--- src/rtl/bcd_display_sampler_pkg.sv ---
// Shared types and helpers for the serial binary-to-BCD display sampler.
// Purely declarative: no timing or flow control lives here.
package bcd_pkg;

  localparam int BCD_W = 12;

  typedef enum logic [2:0] {
    ST_IDLE,
    ST_LOAD,
    ST_SHIFT,
    ST_STORE,
    ST_COMMIT
  } state_e;

  // Double-dabble correction: a nibble of 5 or more would overflow past 9 when doubled.
  function automatic logic [3:0] add3_adjust(input logic [3:0] n);
    return (n >= 4'd5) ? n + 4'd3 : n;
  endfunction

endpackage

--- src/rtl/bcd_display_sampler_dd_step.sv ---
// One combinational double-dabble iteration: adjust all three BCD nibbles, then shift left one.
// Zero latency; no flow control (the caller sequences iterations).
module bcd_dd_step
  import bcd_pkg::*;
#(
  parameter int W = 8
) (
  input  logic [BCD_W+W-1:0] sr_in,
  output logic [BCD_W+W-1:0] sr_out
);

  logic [BCD_W-1:0]   adj;
  logic [BCD_W+W-1:0] pre;

  always_comb begin
    adj    = {add3_adjust(sr_in[W+8 +: 4]),
              add3_adjust(sr_in[W+4 +: 4]),
              add3_adjust(sr_in[W   +: 4])};
    pre    = {adj, sr_in[W-1:0]};
    sr_out = pre << 1;
  end

endmodule

--- src/rtl/bcd_display_sampler.sv ---
// Snapshots NCH binary values on sample, converts each serially, commits all digits together.
// Latency NCH*(W+2)+2 cycles to visible digits; sample is ignored (not queued) while busy.
module bcd_display_sampler
  import bcd_pkg::*;
#(
  parameter int NCH = 4,
  parameter int W   = 8
) (
  input  logic             clock,
  input  logic             reset,
  input  logic             sample,
  input  logic [NCH*W-1:0] vals,
  output logic [NCH*4-1:0] hund,
  output logic [NCH*4-1:0] tens,
  output logic [NCH*4-1:0] units,
  output logic             busy,
  output logic             done
);

  localparam int CH_W  = (NCH > 1) ? $clog2(NCH) : 1;
  localparam int BIT_W = $clog2(W + 1);
  localparam int SR_W  = BCD_W + W;

  state_e           state_q, state_d;
  logic [CH_W-1:0]  ch_q, ch_d;
  logic [BIT_W-1:0] bit_q, bit_d;
  logic [SR_W-1:0]  sr_q, sr_d, sr_step;
  logic [NCH*W-1:0] snap_q, snap_d;
  logic [NCH*4-1:0] stg_hund_q, stg_hund_d;
  logic [NCH*4-1:0] stg_tens_q, stg_tens_d;
  logic [NCH*4-1:0] stg_units_q, stg_units_d;
  logic [NCH*4-1:0] hund_q, hund_d;
  logic [NCH*4-1:0] tens_q, tens_d;
  logic [NCH*4-1:0] units_q, units_d;
  logic             busy_q, busy_d;
  logic             done_q, done_d;

  bcd_dd_step #(.W(W)) u_step (
    .sr_in  (sr_q),
    .sr_out (sr_step)
  );

  always_comb begin
    state_d     = state_q;
    ch_d        = ch_q;
    bit_d       = bit_q;
    sr_d        = sr_q;
    snap_d      = snap_q;
    stg_hund_d  = stg_hund_q;
    stg_tens_d  = stg_tens_q;
    stg_units_d = stg_units_q;
    hund_d      = hund_q;
    tens_d      = tens_q;
    units_d     = units_q;
    done_d      = 1'b0;

    unique case (state_q)
      ST_IDLE: begin
        if (sample) begin
          snap_d  = vals;
          ch_d    = '0;
          state_d = ST_LOAD;
        end
      end
      ST_LOAD: begin
        sr_d    = {{BCD_W{1'b0}}, snap_q[ch_q*W +: W]};
        bit_d   = '0;
        state_d = ST_SHIFT;
      end
      ST_SHIFT: begin
        sr_d  = sr_step;
        bit_d = bit_q + BIT_W'(1);
        if (bit_q == BIT_W'(W - 1)) begin
          state_d = ST_STORE;
        end
      end
      ST_STORE: begin
        stg_hund_d[ch_q*4 +: 4]  = sr_q[W+8 +: 4];
        stg_tens_d[ch_q*4 +: 4]  = sr_q[W+4 +: 4];
        stg_units_d[ch_q*4 +: 4] = sr_q[W   +: 4];
        if (ch_q == CH_W'(NCH - 1)) begin
          state_d = ST_COMMIT;
        end else begin
          ch_d    = ch_q + CH_W'(1);
          state_d = ST_LOAD;
        end
      end
      ST_COMMIT: begin
        // Only whole conversions reach the outputs; staging absorbs the per-channel writes.
        hund_d  = stg_hund_q;
        tens_d  = stg_tens_q;
        units_d = stg_units_q;
        done_d  = 1'b1;
        state_d = ST_IDLE;
      end
      default: begin
        state_d = ST_IDLE;
      end
    endcase

    busy_d = (state_d != ST_IDLE);
  end

  always_ff @(posedge clock) begin
    if (reset) begin
      state_q     <= ST_IDLE;
      ch_q        <= '0;
      bit_q       <= '0;
      sr_q        <= '0;
      snap_q      <= '0;
      stg_hund_q  <= '0;
      stg_tens_q  <= '0;
      stg_units_q <= '0;
      hund_q      <= '0;
      tens_q      <= '0;
      units_q     <= '0;
      busy_q      <= 1'b0;
      done_q      <= 1'b0;
    end else begin
      state_q     <= state_d;
      ch_q        <= ch_d;
      bit_q       <= bit_d;
      sr_q        <= sr_d;
      snap_q      <= snap_d;
      stg_hund_q  <= stg_hund_d;
      stg_tens_q  <= stg_tens_d;
      stg_units_q <= stg_units_d;
      hund_q      <= hund_d;
      tens_q      <= tens_d;
      units_q     <= units_d;
      busy_q      <= busy_d;
      done_q      <= done_d;
    end
  end

  assign hund  = hund_q;
  assign tens  = tens_q;
  assign units = units_q;
  assign busy  = busy_q;
  assign done  = done_q;

endmodule
--- config.mk ---
export PLATFORM = sky130hd
export DESIGN_NAME = bcd_display_sampler
export DESIGN_NICKNAME = d
export VERILOG_FILES = /design/src/rtl/bcd_display_sampler_pkg.sv /design/src/rtl/bcd_display_sampler_dd_step.sv /design/src/rtl/bcd_display_sampler.sv
export SDC_FILE = /design/constraint.sdc
export NUM_CORES = 1
export LEC_CHECK = 0
export CAP_MARGIN = 5
export CORE_MARGIN = 8
export CORE_UTILIZATION = 25
export CTS_BUF_LIST = sky130_fd_sc_hd__clkbuf_4
export CTS_CLUSTER_DIAMETER = 80
export DETAILED_ROUTE_END_ITERATION = 10
export PLACE_DENSITY = 0.54
export SYNTH_ARGS = -nofsm -noshare
export SYNTH_HDL_FRONTEND = slang
export SYNTH_SLANG_ARGS = --single-unit
--- constraint.sdc ---
create_clock -name clock -period 2.37 [get_ports clock]
set_input_delay 0.237 -clock clock [delete_from_list [all_inputs] [get_ports clock]]
set_output_delay 0.237 -clock clock [all_outputs]
set_load 0.05 [all_outputs]
* Word-level counts from Yosys, hierarchy flattened *
Index checks and enable logic that the tools add are counted.

word-level totals
  flip-flop bits (word level) = 159
  bits of input ports = 35
  output and inout bits = 50
  logic and storage cells = 57

cells by class
  add/sub/neg operators = 6
  magnitude comparators = 3
  eq/ne operators = 8
  shift operators = 5
  multiplexer cells = 16
  reductions and logical operators = 6

operator list
  kind                                                                                 count
  4-bit by 34-bit variable part select with 16-bit output                              3
  16-bit bitwise mux                                                                   3
  20-bit case mux with 2 select lines                                                  1
  4-bit negator with 34-bit output                                                     1
  4-bit by 34-bit variable shift with 16-bit output, first input constant              1
  32-bit by 6-bit variable part select with 8-bit output                               1
  4-bit by 3-bit greater-or-equal comparator with 1-bit output, second input constant  3
  3-bit 2-to-1 mux                                                                     4
  3-bit case mux with 4 select lines                                                   1
  4-bit by 2-bit adder with 4-bit output, second input constant                        2
  4-bit 2-to-1 mux                                                                     2
  4-bit case mux with 2 select lines                                                   1
  3-bit by 2-bit equality test with 1-bit output, second input constant                2
  4-bit by 1-bit adder with 4-bit output, second input constant                        1
  4-bit by 3-bit equality test with 1-bit output, second input constant                1
  2-bit 2-to-1 mux                                                                     2
  2-bit != test, second input constant                                                 2
  2-bit case mux with 2 select lines                                                   1
  2-bit nonzero test                                                                   2
  3-bit by 2-bit adder with 3-bit output, second input constant                        1
  3-bit by 1-bit equality test with 1-bit output, second input constant                1
  3-bit equality test, second input constant                                           1
  3-bit zero test                                                                      1
  3-bit AND reduction                                                                  1
  other kinds (5)                                                                      5

* Depth between registers and ports, before layout *
  word-level depth = 4
  depth in mapped cells = 8
  gate-level depth less buffers = 6

* Cells and area by module *
A second synthesis with hierarchy kept.

unflattened totals
  cell total of the unflattened synthesis = 702
  area total of the unflattened synthesis = 6462.4 um^2

by module, submodules not included
  module               times used  cells each  area an instance (um^2)
  bcd_display_sampler  1           648         6107.1
  bcd_dd_step          1           54          355.3

* Worst setup path before layout *
OpenSTA, ideal clock, no wires.

  path type = reg-to-reg
  start point = register ch_q[1]
  end point = register stg_units_q[10]
  setup time = 0.070 ns
  data arrival time = 1.854 ns
  data required time = 2.300 ns
  path slack = 0.446 ns
  stages on the path, launching flop included = 8
  period minus slack after synthesis = 1.924 ns
  cells stage by stage = dfxtp_1 -> clkbuf_1 -> inv_1 -> ha_1 -> nor3b_1 -> buf_2 -> nand3_1 -> a21oi_1

between the ends
  word-level cells in the longest chain between the ends = 3
  elaborated cells on any way between the ends = 4
  those cells by class = add/sub (1); shift (2); mux (1)

ends and longest elaborated chain
  element                                                                                                                              RTL line                    RTL
  from (decl)                                                                                                                          bcd_display_sampler.sv:25   logic [CH_W-1:0] ch_q, ch_d;
  from (signal assigned)                                                                                                               bcd_display_sampler.sv:121  ch_q <= ch_d;
  4-bit negator with 34-bit output *                                                                                                   bcd_display_sampler.sv:80   stg_units_d[ch_q*4 +: 4] = sr_q[W +: 4];
  4-bit by 34-bit variable part select with 16-bit output / 4-bit by 34-bit variable shift with 16-bit output (equally long branches)  bcd_display_sampler.sv:80
  16-bit bitwise mux *                                                                                                                 bcd_display_sampler.sv:80
  to (signal assigned)                                                                                                                 bcd_display_sampler.sv:127  stg_units_q <= stg_units_d;
  to (decl)                                                                                                                            bcd_display_sampler.sv:31   logic [NCH*4-1:0] stg_units_q, stg_units_d;

Every way passes the cells marked *; elsewhere a longest branch is shown, timed or not.
A chain may end at the register's enable or synchronous reset.

* Final worst setup path *
  start point = register hund_q[6] (netlist: hund[6])
  end point = output hund[6]

RTL lines
  element                 RTL line                    RTL
  from (decl)             bcd_display_sampler.sv:32   logic [NCH*4-1:0] hund_q, hund_d;
  from (signal assigned)  bcd_display_sampler.sv:128  hund_q <= hund_d;
  to (decl)               bcd_display_sampler.sv:13   output logic [NCH*4-1:0] hund,

No word-level cell between the ends.

==> out/metrics.cfg <==
[timing]
hold_ws_ns=0.09166
finalWorstSetupSlack_ns=0.3746
tns_ns=0
setup_viol=0
worst_slew_pin_slew_ns=0.6737
rsz0062_at_grt=no
drv_slew=0
hold_violations=0
fin_worst_skew_ns=0.02635
relSlewSlack_pct=55.08
period_minus_slack_ns=1.995
timing.final.crit_share_pct=84.19
max_freq_ghz=0.5012

[min_path]
holdPathStages=2
hp-class=input pin to flip-flop

[setup_path]
endpoint_kind=output port
path_depth=1
path_buf_inv=1
cpLargestDelayFamily=buffers and inverters
crit_slowest_cell=clkdlybuf4s50_1
critPathKind=flip-flop to output port
cp_max_fo=2
crit_arrival_ns=1.76
crit_path_cell_trace=clkdlybuf4s50_1
r2r_cells=3
required_ns=2.13
cpPeakStageDelay_ns=0.83
startpoint_type=flip-flop

[place]
port_buffers=84
hpwl_mm=10.61
pre_cts_ws_ns=0.5399
place_area_sq_um=7378
dp_cells=1117
place.gp.congestion=0.7310

[global_route]
antenna_found_initial=1
track_usage_pct=10.57
grt_first_pass_wirelength_mm=26.23
grt-ovfl-total=0
grt_pass1_vias=4982
grt_max_degree=71

[floorplanning]
core_area_sq_um=24890
rows=58
io_pins=85
die-area_sq_um=30380
start_util_pct=25.16
die_w_microns=174.3
die_y_microns=174.3

[yosys]
synth_compound_area_share_pct=15.26
yosysSeqAreaShare_pct=50.82
ys_warn_count=0
netlist.area_leader.share_pct=50.82
syn_nets=793
synth_top_family_by_area=simple AND/OR/NAND/NOR gates
synth_cells=746
synthAdderAreaFrac_pct=2.397
synth.ff_latch_count=159
synth_ff_type=dfxtp_1
synthMuxAreaShare_pct=3.356
synth-edff-count=0
synthArstFlopShare_pct=0
yosysTopAreaCell=dfxtp_1
syn_area_sq_um=6264
synth_area_leaders=dfxtp_1 (51%), nand2_1 (13%), a21oi_1 (10%)
synth-simple-area-share_pct=22.21
yosys.area_share.xor_xnor_pct=0.5593
synth_cell_types=41
syn_avg_cell_area_sq_um=8.396

[route]
first_pass_iters=7
drt_iter0_drc=354
vias_per_cell=4.377
route.vias.total=5029
drc=0
antenna_left=0
routed_wl_mm=15.87
routedWlPerCell_microns=13.81

[clock_network]
clockBufferDepth=2
ctsHoldBuffers=0
cts_root_buf=clkbuf_4
worstSkewPairLatency_ns=0.56
cts.sinks=159
cts_tree=yes
clk_pin_slew_worst_paths_ns=0.16
cts_resized=0
cts-buffers-inserted=17
cts_max_level=4
cts_setup_buffers=0

[status]
status=completed

[finish]
finish.utilization_pct=30.76
finalInstanceArea_sq_um=7657
instances_no_fill=1149
antenna_cells=0
area_growth_syn_to_layout_pct=22.25
layout.nets=853
mostFrequentLayoutCell=nand2_1
drive_gt1_share_pct=8.181
most-common-layout-cells=nand2_1 (217), dfxtp_1 (159), a21oi_1 (131)

[power_and_ir_drop]
finalPower_mw=4.798
p_per_area_nw_per_um2=626.6
cellLeakagePower_nw=2.566
irDropWorstVdd_uv=291.4

[flow_run]
drv_cap=0

-- state kept, by name, summed over array words and instances, names as in the netlist --
register     count
state_q          3
hund            16
ch_q             2
bit_q            4
stg_hund_q      16
busy             1
stg_tens_q      16
sr_q            20
tens            16
units           16
stg_units_q     16
done             1
snap_q          32
-- path summary, 6_finish.rpt --
check | endpoint | slack [ns] | startpoint
setup / recovery | hund[6] | 0.37 | hund[6]
hold / removal | done | 0.09 | reset
setup reg to reg | sr_q[10] | 0.52 | state_q[1]
hold reg to reg | units[10] | 0.46 | stg_units_q[10]
-- layer usage --
metal	vias up	GRT usage [%]	wire, microns
li1	2629	-	-
met1	2274	14.25	8085
met2	108	15.55	6689
met3	16	3.884	886
met4	2	2.886	192
met5	-	0	13
-- power by group --
part	total, mW	internal (mW)	switching (mW)	leakage, nW
combinational	0.400	0.164	0.236	1.13
clock	1.61	0.555	1.06	0.147
sequential	2.79	2.74	0.0439	1.29
-- cells by family (layout without fill, tap and decap cells) --
kind of cell	count (synthesis)	count (layout)
muxes	11	11
and+or+nand+nor	319	319
buffers and inverters	71	144
adders and majority gates	12	12
AOI/OAI and AO/OA	170	170
xor gates and xnor gates	4	4
DFF	159	159
-- cell usage after synthesis (all sizes together), types with 4 or more instances --
master  number
a21oi      131
a22o         8
a22oi       14
a311oi       6
and2         4
buf         24
clkbuf      38
dfxtp      159
ha          12
inv          9
mux4         8
nand2      217
nand2b       6
nand3       41
nor2        32
nor3         7
o21ai        7
-- worst reg2reg max path: stages (launching register included) --
cell,delay (ns)
dfxtp_1,0.52
or3b_1,0.69
nor2_2,0.41
a22o_1,0.19
-- layout make-up --
cell class,count,area [sq um]
flip-flops and latches,159,3183
repair buffers,103,1006
clock buffers,17,127.6
inverters,9,33.78
well taps,330,412.9
clock inverters,15,151.4
multi-input cells,516,2743
fillers,2689,17230
Power figures use the tool's default switching activity.
